==> src/rtl/msg_deframer.sv <==
// Receive-side deframer: strips SOF/checksum framing from a byte stream and
// presents each verified payload as one wide message with a one-cycle strobe.
module msg_deframer #(
  parameter logic [7:0]  SOF       = 8'hA5,
  parameter int unsigned MSG_BYTES = 21,
  parameter int unsigned TIMEOUT   = 1000
) (
  input  logic                   clk,
  input  logic                   reset,
  input  logic [7:0]             in_data,
  input  logic                   in_valid,
  output logic [8*MSG_BYTES-1:0] msg,
  output logic                   msg_valid,
  output logic [15:0]            frames_ok,
  output logic [15:0]            frames_bad
);

  localparam int unsigned MSG_W = 8 * MSG_BYTES;
  localparam int unsigned IDX_W = (MSG_BYTES > 1) ? $clog2(MSG_BYTES) : 1;
  localparam int unsigned TMR_W = (TIMEOUT > 1) ? $clog2(TIMEOUT + 1) : 1;
  localparam logic [IDX_W-1:0] LAST_IDX = IDX_W'(MSG_BYTES - 1);
  localparam logic [TMR_W-1:0] TMR_LAST = TMR_W'(TIMEOUT - 1);
  localparam logic [15:0]      CNT_MAX  = 16'hFFFF;

  typedef enum logic [1:0] {
    IDLE    = 2'd0,
    PAYLOAD = 2'd1,
    CHECK   = 2'd2
  } state_t;

  state_t             state;
  state_t             state_nxt;
  logic [IDX_W-1:0]   idx;
  logic [7:0]         xor_acc;
  logic [TMR_W-1:0]   timer;
  logic [MSG_W-1:0]   shadow;

  logic               timeout_c;
  logic               store_c;
  logic               accept_c;
  logic               reject_c;

  // Abort fires on the idle cycle that would bring the timer to TIMEOUT;
  // a byte in that same cycle suppresses it.
  assign timeout_c = (state != IDLE) && !in_valid && (timer == TMR_LAST);

  always_ff @(posedge clk) begin
    if (reset) begin
      state <= IDLE;
    end else begin
      state <= state_nxt;
    end
  end

  always_comb begin
    state_nxt = state;
    store_c   = 1'b0;
    accept_c  = 1'b0;
    reject_c  = 1'b0;
    case (state)
      IDLE: begin
        if (in_valid && (in_data == SOF)) begin
          state_nxt = PAYLOAD;
        end
      end
      PAYLOAD: begin
        if (in_valid) begin
          store_c = 1'b1;
          if (idx == LAST_IDX) begin
            state_nxt = CHECK;
          end
        end else if (timeout_c) begin
          reject_c  = 1'b1;
          state_nxt = IDLE;
        end
      end
      CHECK: begin
        if (in_valid) begin
          if (in_data == xor_acc) begin
            accept_c = 1'b1;
          end else begin
            reject_c = 1'b1;
          end
          state_nxt = IDLE;
        end else if (timeout_c) begin
          reject_c  = 1'b1;
          state_nxt = IDLE;
        end
      end
      default: begin
        state_nxt = IDLE;
      end
    endcase
  end

  // Payload assembly: index and running XOR restart whenever the frame ends.
  always_ff @(posedge clk) begin
    if (reset) begin
      idx     <= '0;
      xor_acc <= '0;
    end else if (state_nxt == IDLE) begin
      idx     <= '0;
      xor_acc <= '0;
    end else if (store_c) begin
      xor_acc <= xor_acc ^ in_data;
      idx     <= (idx == LAST_IDX) ? '0 : idx + 1'b1;
    end
  end

  always_ff @(posedge clk) begin
    if (reset) begin
      shadow <= '0;
    end else begin
      for (int unsigned k = 0; k < MSG_BYTES; k++) begin
        if (store_c && (idx == IDX_W'(k))) begin
          shadow[8*k +: 8] <= in_data;
        end
      end
    end
  end

  always_ff @(posedge clk) begin
    if (reset) begin
      timer <= '0;
    end else if ((state == IDLE) || in_valid || timeout_c) begin
      timer <= '0;
    end else begin
      timer <= timer + 1'b1;
    end
  end

  // Published message only moves on a verified frame.
  always_ff @(posedge clk) begin
    if (reset) begin
      msg       <= '0;
      msg_valid <= 1'b0;
    end else begin
      msg_valid <= accept_c;
      if (accept_c) begin
        msg <= shadow;
      end
    end
  end

  always_ff @(posedge clk) begin
    if (reset) begin
      frames_ok  <= '0;
      frames_bad <= '0;
    end else begin
      if (accept_c && (frames_ok != CNT_MAX)) begin
        frames_ok <= frames_ok + 16'd1;
      end
      if (reject_c && (frames_bad != CNT_MAX)) begin
        frames_bad <= frames_bad + 16'd1;
      end
    end
  end

endmodule

==> config.mk <==
export PLATFORM = sky130hd
export DESIGN_NAME = msg_deframer
export DESIGN_NICKNAME = d
export VERILOG_FILES = /design/src/rtl/msg_deframer.sv
export SDC_FILE = /design/constraint.sdc
export NUM_CORES = 1
export LEC_CHECK = 0
export CORE_UTILIZATION = 49
export CTS_CLUSTER_DIAMETER = 100
export DETAILED_ROUTE_END_ITERATION = 7
export HOLD_SLACK_MARGIN = 0.05
export PLACE_DENSITY = 0.76
export SYNTH_ARGS = -nofsm -noshare
export SYNTH_HDL_FRONTEND = slang
export SYNTH_SLANG_ARGS = --single-unit
==> constraint.sdc <==
create_clock -name clk -period 2.15 [get_ports clk]
set_input_delay 0.215 -clock clk [delete_from_list [all_inputs] [get_ports clk]]
set_output_delay 0.215 -clock clk [all_outputs]
set_load 0.005 [all_outputs]
==> results of run 1 <==
## synth_stat cells, drive strengths merged, types with 3 or more instances
library cell / instances
a21oi: 309
and2: 4
and3: 10
and4: 5
buf: 34
clkbuf: 106
dfxtp: 394
ha: 12
inv: 11
mux2i: 49
nand2: 497
nand3: 146
nand4: 13
nor2: 102
nor2b: 4
nor3: 9
nor4: 6
o211ai: 3
o21ai: 14
or3: 10
or4: 5
xnor2: 3
xor2: 39
## cell type report
class | count | share of cell area, %
multi-input cells | 1254 | 33.0
repair buffers | 309 | 16.0
flip-flops and latches | 394 | 41.0
inverters | 11 | 0.215
well taps | 390 | 2.54
clock buffers | 58 | 6.35
diodes | 1 | 0.0130
clock inverters | 14 | 0.826
## worst min path at each step
| stage | to | slack [ns] | from | depth (start not counted) |
|---|---|---|---|---|
| 3_5_place_dp | msg[26] | 0.44 | shadow[26] | 2 |
| 6_report | frames_ok[3] | 0.09 | reset | 2 |
| 3_3_place_gp | msg[85] | 0.43 | shadow[85] | 2 |
| 2_1_floorplan | state[0] | 0.37 | reset | 2 |
| 4_1_cts | frames_ok[4] | 0.08 | reset | 2 |
| 5_1_grt | frames_ok[10] | 0.1 | reset | 2 |
## power by group through the flow
stage,Clock (mW),Combinational (mW),Sequential [mW]
after global placement,0,0.274,7.46
after CTS,7.21,0.275,7.30
after global routing,7.58,0.292,7.29
after detailed placement,0,0.274,7.46
final,7.10,0.280,7.30
after floorplan,0,0.170,7.46
## state kept, by name, summed over array words and instances, names as in the netlist
register / flops
msg: 168
xor_acc: 8
frames_ok: 16
state: 2
timer: 10
msg_valid: 1
frames_bad: 16
shadow: 168
idx: 5
## stage by stage
stage | cells | hold WS, ns | area, um^2
after floorplan | 1799 | 0.374 | 14800
after global placement | 2350 | 0.435 | 17700
after detailed placement | 2350 | 0.443 | 17700
after CTS | 2428 | 0.0769 | 19200
after global routing | 2430 | 0.0989 | 19200
final | 2431 | 0.0877 | 19200
## logic make-up (layout without fill, tap and decap cells)
logic type / count (synthesis) / count (layout)
and+or+nand+nor: 818 / 818
DFF: 394 / 394
AOI/OAI and AO/OA: 332 / 332
buffers and inverters: 151 / 392
muxes: 50 / 50
xor gates and xnor gates: 42 / 42
adders and majority gates: 12 / 12
other: 0 / 1
## placed cells by master (no fill, tap or decap), drive strengths merged, types with 9 or more instances in the layout
| cell type | n |
|---|---|
| nand3 | 146 |
| ha | 12 |
| buf | 100 |
| clkbuf | 58 |
| mux2i | 49 |
| xor2 | 39 |
| a21oi | 309 |
| nor3 | 9 |
| and3 | 10 |
| o21ai | 14 |
| nand2 | 497 |
| clkinv | 10 |
| inv | 11 |
| clkdlybuf4s50 | 209 |
| or3 | 10 |
| nor2 | 102 |
| nand4 | 13 |
| dfxtp | 394 |
## routing by layer
layer	vias to the layer above	track usage, %	wire length, um
met5	-	0	0
met4	0	6.59	750
met3	58	5.32	2630
met2	392	40.9	18400
met1	6142	32.0	16700
li1	6401	-	-
## critical path, stage by stage (launching register included)
cell and delay (ns):
dfxtp_2 0.33, inv_2 0.05, ha_4 0.27, o21ai_2 0.05, or4_4 0.42, nor3_4 0.23, o21ai_4 0.13, buf_6 0.15
or4_4 0.42, a21oi_2 0.15
## timing repair
item | 4_1_cts | 5_1_grt
resized for setup | 10 | 6
endpoints found under the setup margin | 11 | 50
pin swaps | 9 | 4
buffers inserted | 6 | 2
hold endpoints to repair | 0 | 0
==> out/results.tsv, run 1 <==
stage	metric	value	unit
run_status	status	finished, violations left	
run_status	violations	setup timing	
floorplanning	fp.coreArea	29700	um^2
synthesis	async_flop_share	0	%
floorplanning	start_util	49.8	%
finish	regArea	7890	um^2
route	avgRoutedWirePerCell	15.8	um
synthesis	yosys.area.top_type_share	53.3	%
global_route	grt_pass1_vias	12100	
clock_network	cts_tree	done	
setup_path	endpoint	frames_bad[15]	
pwr	power	14.7	mW
pwr	power_switching	3.02	mW
floorplanning	die_area	30900	um^2
clock_network	cts-root-buf	clkbuf_16	
clock_network	numCtsBuffers	40	
synthesis	synth_xor_xnor_area_share	2.48	%
synthesis	muxShareOfSynthArea	3.39	%
run	max_cap_viol_count	0	
setup_path	critical_path_peak_fanout	8	
synthesis	synth_edf_count	0	
synthesis	synthSimpleGateAreaFrac	23.9	%
synthesis	ys_warn_count	0	
finish	layout-drive-gt1-share	10.0	%
setup_path	cp.required	2.60	ns
synthesis	synth_flop_cell	dfxtp_1	
clock_network	cts_max_path_buffers	3	
finish	syn_to_final_growth	29.9	%
route	first_iter_violations	1168	
clock_network	clk_pin_slew	0.06	ns
finish	fin_nets	2033	
timing	finClkSkew	0.0243	ns
route	firstDrtPassIters	5	
pwr	seqPwrFrac	49.7	%
synthesis	synth.ff_latch_count	394	
setup_path	r2r_cells	9	
setup_path	timing.rr.end	frames_bad[15]	
pwr	worst_ir_drop_vdd	0.526	mV
clock_network	ctsHoldBuffers	0	
floorplanning	die_h	176	um
route	vias	13000	
place	hpwl	24900	um
clock_network	clock_sinks	394	
finish	nFillCells	2475	
pwr	switching_share	20.5	%
synthesis	syn_avg_cell_area	8.23	um^2
route	viasPerCell	5.34	
timing	setup_ws	-0.104	ns
clock_network	cts_htree_levels	2	
route	drcViolationCount	0	
timing	fin_crit	2.25	ns
route	ant_nets	0	
global_route	antenna_found_initial	0	
setup_path	cp.arrival	2.70	ns
setup_path	cp-startpoint	state[1]	
place	dp_slack	-0.356	ns
synthesis	synth.cell_area	14800	um^2
synthesis	synth_fp_nets	1822	
setup_path	rrSetupSlack	-0.10	ns
timing	fin_setup_tns	-0.506	ns
pwr	power.internal	11.7	mW
floorplanning	rows	63	
synthesis	synth_fa_ha_area_share	1.01	%
global_route	grt_max_degree	126	
setup_path	cp-start-kind	flip-flop	
clock_network	clock_latency	0.53	ns
timing	fin_crit_sh	105	%
worst_hold_path	hold_path_class	in -> reg	
global_route	grt_usage	24.5	%
finish	final_util	64.7	%
timing	maxSlewHeadroom	64.4	%
place	port_buffers	211	
timing	rsz0062_at_grt	true	
route	wl	38500	um
synthesis	synth_compound_area_share	11.5	%
place	gp_congestion	0.830	
floorplanning	pin_count	212	
timing	report.final.slew_viol_count	0	
pwr	leakagePower	6.53	nW
setup_path	worstSetupEndpointType	flip-flop	
floorplanning	die_w	176	um
setup_path	criticalPathCategory	reg -> reg	
finish	multi_input_area	6350	um^2
synthesis	synth_top_family_by_area	simple AND/OR/NAND/NOR gates	
global_route	grt_pass1_wl	62000	um
pwr	pwr-share-comb	1.9	%
synthesis	netlist_instances	1799	
pwr	clkPwrFrac	48.4	%
synthesis	synth_top_area_cell	dfxtp_1	
synthesis	yosys-top-cells-area	dfxtp_1 53%, nand2_1 13%, a21oi_1 10%, nand3_1 4.9%, mux2i_1 3.3%	
global_route	grt-ovfl-total	0	
timing	hold_viol	0	
timing	worst_slew_pin_slew	0.534	ns
timing	setup_viol	8	
synthesis	synth.distinct_cells	52	
pwr	power_per_cell_area	763	nW/um^2
synthesis	seq_area_frac_synth	53.3	%
timing	fmax	444	MHz
setup_path	r2r-start	state[1]	
Note: power is estimated with default switching activity, not from simulation.
==> run 2, diff against run 1 <==
--- a/constraint.sdc
+++ b/constraint.sdc
@@ -3,2 +3,2 @@
 set_output_delay 0.215 -clock clk [all_outputs]
-set_load 0.005 [all_outputs]
+set_load 0.01 [all_outputs]
==> results of run 2 <==
No change in the layout: final DEF, timing and power equal those of run 1.
==> run 3, diff against run 2 <==
CORE_UTILIZATION = 58   (was 49)
PLACE_DENSITY = 0.84   (was 0.76)
clock period = 2.8 ns   (was 2.15 ns; I/O delays follow)
==> run 3 against run 2 <==
- the run now ends clean
- critical path type unchanged
- register-to-register slack better by 0.36 ns
- die area down 15%
- first-iteration DRC count down 1.2%
- cell count down 5.1%
- count of clock-buffer cells in the layout down 6
==> out/results.tsv, run 3 (same netlist as run 1, synthesis figures left out) <==
stage	metric	value	unit	change
run_status	status	finished, final reports clean		was finished, violations left
pwr	power_per_cell_area	601	nW/um^2	was 763 nW/um^2
clock_network	ctsHoldBuffers	0		unchanged
floorplanning	die_h	162	um	was 176 um
timing	report.final.slew_viol_count	0		unchanged
finish	fin_nets	1973		was 2,033
route	vias	13000		about the same
global_route	grt_pass1_wl	60100	um	was 62,000 um
route	wl	37500	um	was 38,500 um
timing	fin_setup_tns	0	ns	was -0.506 ns
timing	rsz0062_at_grt	false		was true
clock_network	clock_sinks	394		unchanged
global_route	antenna_found_initial	1		was 0
floorplanning	fp.coreArea	25100	um^2	was 29,700 um^2
finish	layout-drive-gt1-share	6.53	%	was 10.0%
pwr	power	11.0	mW	was 14.7 mW
place	hpwl	23000	um	was 24,900 um
timing	worst_slew_pin_slew	0.808	ns	was 0.534 ns
route	ant_nets	0		unchanged
finish	syn_to_final_growth	24.2	%	was 29.9%
run	max_cap_viol_count	0		unchanged
place	place_area	17100	um^2	was 17,700 um^2
clock_network	ctsResizeCount	0		was 10
timing	fin_crit_sh	90.9	%	was 105%
finish	reg_top3	msg: 168 flops, shadow: 168 flops		unchanged
clock_network	numCtsBuffers	39		was 40
finish	nFillCells	1930		was 2,475
setup_path	cp.arrival	3.01	ns	was 2.70 ns
finish	design_area	18400	um^2	was 19,200 um^2
floorplanning	rows	58		was 63
setup_path	cpMaxStageDelayCell	or4_4		unchanged
floorplanning	die_w	162	um	was 176 um
worst_hold_path	hold_path_class	in -> reg		unchanged
pwr	worst_ir_drop_vdd	0.401	mV	was 0.526 mV
global_route	grt_pass1_vias	12200		was 12,100
setup_path	crit_chain	inv_1 > ha_1 > or4_4 > nor3_4 > o21ai_2 > buf_4 > or4_1 > nand2_1		was inv_2 > ha_4 > o21ai_2 > or4_4 > nor3_4 > o21ai_4 > buf_6 > or4_4 > a21oi_2
clock_network	cts_max_path_buffers	3		unchanged
route	viasPerCell	5.63		was 5.34
setup_path	cp-start-kind	flip-flop		unchanged
setup_path	criticalPathCategory	reg -> reg		unchanged
place	gp_congestion	0.819		was 0.830
global_route	grt-ovfl-total	0		unchanged
clock_network	clock_latency	0.51	ns	was 0.53 ns
clock_network	post-cts-setup-buffers	0		was 6
route	firstDrtPassIters	5		unchanged
place	port_buffers	211		unchanged
timing	fin_crit	2.54	ns	was 2.25 ns
clock_network	cts_tree	done		unchanged
clock_network	cts-root-buf	clkbuf_16		unchanged
setup_path	max_stage_delay	0.55	ns	was 0.42 ns
timing	hold_viol	0		unchanged
timing	finClkSkew	0.0119	ns	was 0.0243 ns
floorplanning	start_util	59.0	%	was 49.8%
finish	diodes	0		was 1
global_route	grt_usage	28.0	%	was 24.5%
clock_network	clk_pin_slew	0.06	ns	about the same
route	avgRoutedWirePerCell	16.3	um	was 15.8 um
global_route	grt_max_degree	119		was 126
finish	final_cell_mix	497 x nand2_1, 394 x dfxtp_1, 308 x a21oi_1		was 497 x nand2_1, 392 x dfxtp_1, 306 x a21oi_1
floorplanning	die_area	26200	um^2	was 30,900 um^2
finish	layout_commonest_cell	nand2_1		unchanged
finish	final_util	73.2	%	was 64.7%
setup_path	cp.required	3.26	ns	was 2.60 ns
place	place_inst	2239		was 2,350
clock_network	cts_htree_levels	2		unchanged
route	drcViolationCount	0		unchanged
route	first_iter_violations	1154		was 1,168
setup_path	worstSetupEndpointType	flip-flop		unchanged
floorplanning	pin_count	212		unchanged
timing	fmax	393	MHz	was 444 MHz
setup_path	critical_path_peak_fanout	12		was 8
pwr	leakagePower	6.13	nW	was 6.53 nW
timing	setup_viol	0		was 8
timing	maxSlewHeadroom	46.1	%	was 64.4%
finish	final_cells	2306		was 2,431
-- run 3: worst max-delay path: cells and delay by family, from the launching register on --
kind / cells / cell delay [ns]
compound gates: 1 / 0.20
fa+ha+maj: 1 / 0.27
buf+inv: 2 / 0.30
flops: 1 / 0.40
simple gates: 4 / 1.33
-- run 3: path summary, 6_finish.rpt --
| kind | start | endpoint | slack (ns) | cells past startpoint |
|---|---|---|---|---|
| worst max-delay path | state[0] | frames_bad[4] | 0.26 | 8 |
| worst min-delay path | in_data[2] | shadow[122] | 0.24 | 3 |
| worst max register to register | state[0] | frames_bad[4] | 0.26 | 8 |
| worst min register to register | shadow[3] | msg[3] | 0.44 | 2 |
-- run 3: area by class of cell --
class	count	area, um^2	area share, %
Multi-Input combinational cell	1254	6290	34.2
Timing Repair Buffer	250	2450	13.3
Inverter	11	41.3	0.225
Tap cell	330	413	2.25
Sequential cell	394	7890	42.9
Clock buffer	52	1140	6.18
Clock inverter	15	160	0.871
-- run 3: routing by layer --
layer | GRT usage [%] | routed length, um | up-vias
met4 | 9.78 | 856 | 2
met5 | 0 | 12 | -
met1 | 36.6 | 15800 | 6150
li1 | - | - | 6268
met2 | 46.7 | 18100 | 491
met3 | 5.01 | 2680 | 71
-- run 3: where the power goes --
part / switching (mW) / internal, mW
Combinational: 0.166 / 0.0376
Clock: 2.11 / 3.13
Sequential: 0.000111 / 5.60
Total: 2.28 / 8.77
-- run 3: stage by stage --
stage	setup slack [ns]	hold WS (ns)
5_1_grt	0.0867	0.238
3_3_place_gp	0.195	0.435
4_1_cts	0.266	0.225
2_1_floorplan	0.554	0.429
6_report	0.255	0.243
3_5_place_dp	0.123	0.443
==> RTL edit, RTL diff (settings of run 2) <==
Encoding of `state_t`: now one-hot (3 bits for 3 states).
--- a/src/rtl/msg_deframer.sv
+++ b/src/rtl/msg_deframer.sv
@@ -24,6 +24,6 @@
 
-  typedef enum logic [1:0] {
-    IDLE    = 2'd0,
-    PAYLOAD = 2'd1,
-    CHECK   = 2'd2
+  typedef enum logic [2:0] {
+    IDLE    = 3'b001,
+    PAYLOAD = 3'b010,
+    CHECK   = 3'b100
   } state_t;
Function: no difference found for any inputs over 10 cycles, from zero or initial values and one cycle with reset high; not proved beyond that.
==> RTL edit against run 2 <==
  * Via count grew 0.38%
  * Sequential share of layout area rose by 0.63 points
  * Global-route usage down 0.10 points
  * Final area decreased by 1.3%
  * Die area shrank 0.43%
  * Routed wire length rose by 0.16%
  * Synthesized cell count increased by 1.2%
  * Count of clock-buffer cells in the layout rose by 6
  * Sequential power hardly changed
  * Sequential cell count is 1 higher
  * Setup slack better by 160 ps
  * Power is essentially flat
  * Area after synthesis shrank 0.44%
  * Critical endpoint is now frames_bad[13]
  * Largest power group unchanged
  * Highest routed layer unchanged
==> RTL edit: results (changes against run 2) <==
================================================================================
Cts bufs inserted                                                             41   was 40
Maximum resistive drop on vdd                                         0.000479 V   was 0.000526 V
Post-Syn Area per Cell                                                 8.10 um^2   was 8.23 um^2
Total of warnings raised by yosys                                              0   unchanged
Commonest cells post-synth                                          sky130_fd_sc_hd__nand2_1 (552), sky130_fd_sc_hd__dfxtp_1 (395), sky130_fd_sc_hd__a21oi_1 (320)   was sky130_fd_sc_hd__nand2_1 (497), sky130_fd_sc_hd__dfxtp_1 (394), sky130_fd_sc_hd__a21oi_1 (308)
Worst slew pin tran                                                       631 ps   was 534 ps
Synth area leaders                                                  sky130_fd_sc_hd__dfxtp_1 (54%), sky130_fd_sc_hd__nand2_1 (14%), sky130_fd_sc_hd__a21oi_1 (11%)   was sky130_fd_sc_hd__dfxtp_1 (53%), sky130_fd_sc_hd__nand2_1 (13%), sky130_fd_sc_hd__a21oi_1 (10%)
Final HPWL DP                                                          23,700 um   was 24,900 um
Detailed-route via count                                                  13,042   was 12,993
Total track usage                                                          24.4%   was 24.5%
Syn_nets                                                                   1,840   was 1,822
H-tree levels                                                                  2   unchanged
Internal power of the cells                                              11.7 mW   about the same
Number of global-route vias before repair                                 12,335   was 12,123
Pin count of the biggest net entering global routing                         131   was 126
Last weighted congestion value of the routability-driven placer            0.847   was 0.830
Fraction of layout instances using a drive strength above 1                8.67%   was 10.0%
Global-route wire length before repair                                 61,700 um   was 62,000 um
Cell leakage power                                                       6.20 nW   was 6.53 nW
Count of distinct cell types in the synthesized netlist                       45   was 52
Sequential cell area fraction in the yosys report                          53.6%   was 53.3%
Final routed wirelength across all metal layers                        38,500 um   about the same
Total setup violations reported at the end of the flow                         0   was 8
Number of nets in the layout                                               2,020   was 2,033
Placed instance area                                                 17,500 um^2   was 17,700 um^2
Number of fill cells                                                       2,506   was 2,475
Critical path arrival                                                    2550 ps   was 2700 ps
Run status                                                          complete, no violations   was finished with violations
Slowest Stage Delay on Critical Path                                      480 ps   was 420 ps
Fin Clk Skew                                                             14.1 ps   was 24.3 ps
Number of antenna violations at the first check in global routing              4   was 0
================================================================================
## RTL edit: changes by cell type after synthesis, sizes merged, moves of 9 or more
cell | run 2 | this run
a21oi | 309 | 320
nand2 | 497 | 552
nand3 | 146 | 120
mux2i | 49 | 33
nor2 | 102 | 84
nor4 | 6 | 15
xnor2 | 3 | 18
xor2 | 39 | 25
## RTL edit: timing repair
| action | CTS | global route |
|---|---|---|
| endpoints found under the hold margin | 0 | 0 |
| hold buffers | 0 | 0 |
| setup buffers | 0 | 1 |
| endpoints found under the setup margin | 0 | 25 |
| gates resized for setup | 0 | 20 |
## RTL edit: path summary, 6_finish.rpt
path	start	slack (ps)	end	depth (start not counted)
setup reg to reg	timer[0]	60	frames_bad[13]	8
hold / removal	reset	150	frames_bad[1]	2
setup / recovery	timer[0]	60	frames_bad[13]	8
hold reg to reg	msg[106]	450	msg[106]	2
## RTL edit: kinds of logic after synthesis
| logic type | Yosys count | synth area share [%] |
|---|---|---|
| fa+ha+maj | 8 | 0.679 |
| xor+xnor | 43 | 2.55 |
| mux | 34 | 2.32 |
| buf+inv | 158 | 4.30 |
| compound gates | 349 | 12.2 |
| flops | 395 | 53.6 |
| simple gates | 834 | 24.3 |
## RTL edit: cell type report
| cell class | count | area, um^2 | share of cell area [%] |
|---|---|---|---|
| Antenna cell | 4 | 10.0 | 0.0527 |
| Clock buffer | 64 | 1230 | 6.50 |
| Clock inverter | 8 | 121 | 0.639 |
| Inverter | 10 | 37.5 | 0.198 |
| Multi-Input combinational cell | 1268 | 6320 | 33.3 |
| Sequential cell | 395 | 7910 | 41.7 |
| Tap cell | 390 | 488 | 2.57 |
| Timing Repair Buffer | 285 | 2870 | 15.1 |
## RTL edit: layer usage
metal	vias to the layer above	track usage [%]	part of all wire, %
met5	-	0	0
met1	6183	31.7	44
met3	76	3.46	5.4
met4	0	9.17	2.6
met2	395	41.3	48
li1	6388	-	-
## RTL edit: metrics by stage
| stage | hold WS [ps] | worst slack, ps |
|---|---|---|
| 6_report | 152 | 60.6 |
| 5_1_grt | 176 | -60.4 |
| 4_1_cts | 137 | 0.327 |
| 3_5_place_dp | 443 | -256 |
| 3_3_place_gp | 438 | -249 |
| 2_1_floorplan | 426 | 112 |
## RTL edit: power groups by stage
| stage | Sequential [mW] | Clock [mW] | Combinational (mW) |
|---|---|---|---|
| floorplan | 7.48 | 0 | 0.161 |
| global placement | 7.48 | 0 | 0.257 |
| detailed placement | 7.48 | 0 | 0.257 |
| CTS | 7.32 | 7.24 | 0.257 |
| global route | 7.31 | 7.58 | 0.274 |
| finish | 7.32 | 7.12 | 0.259 |
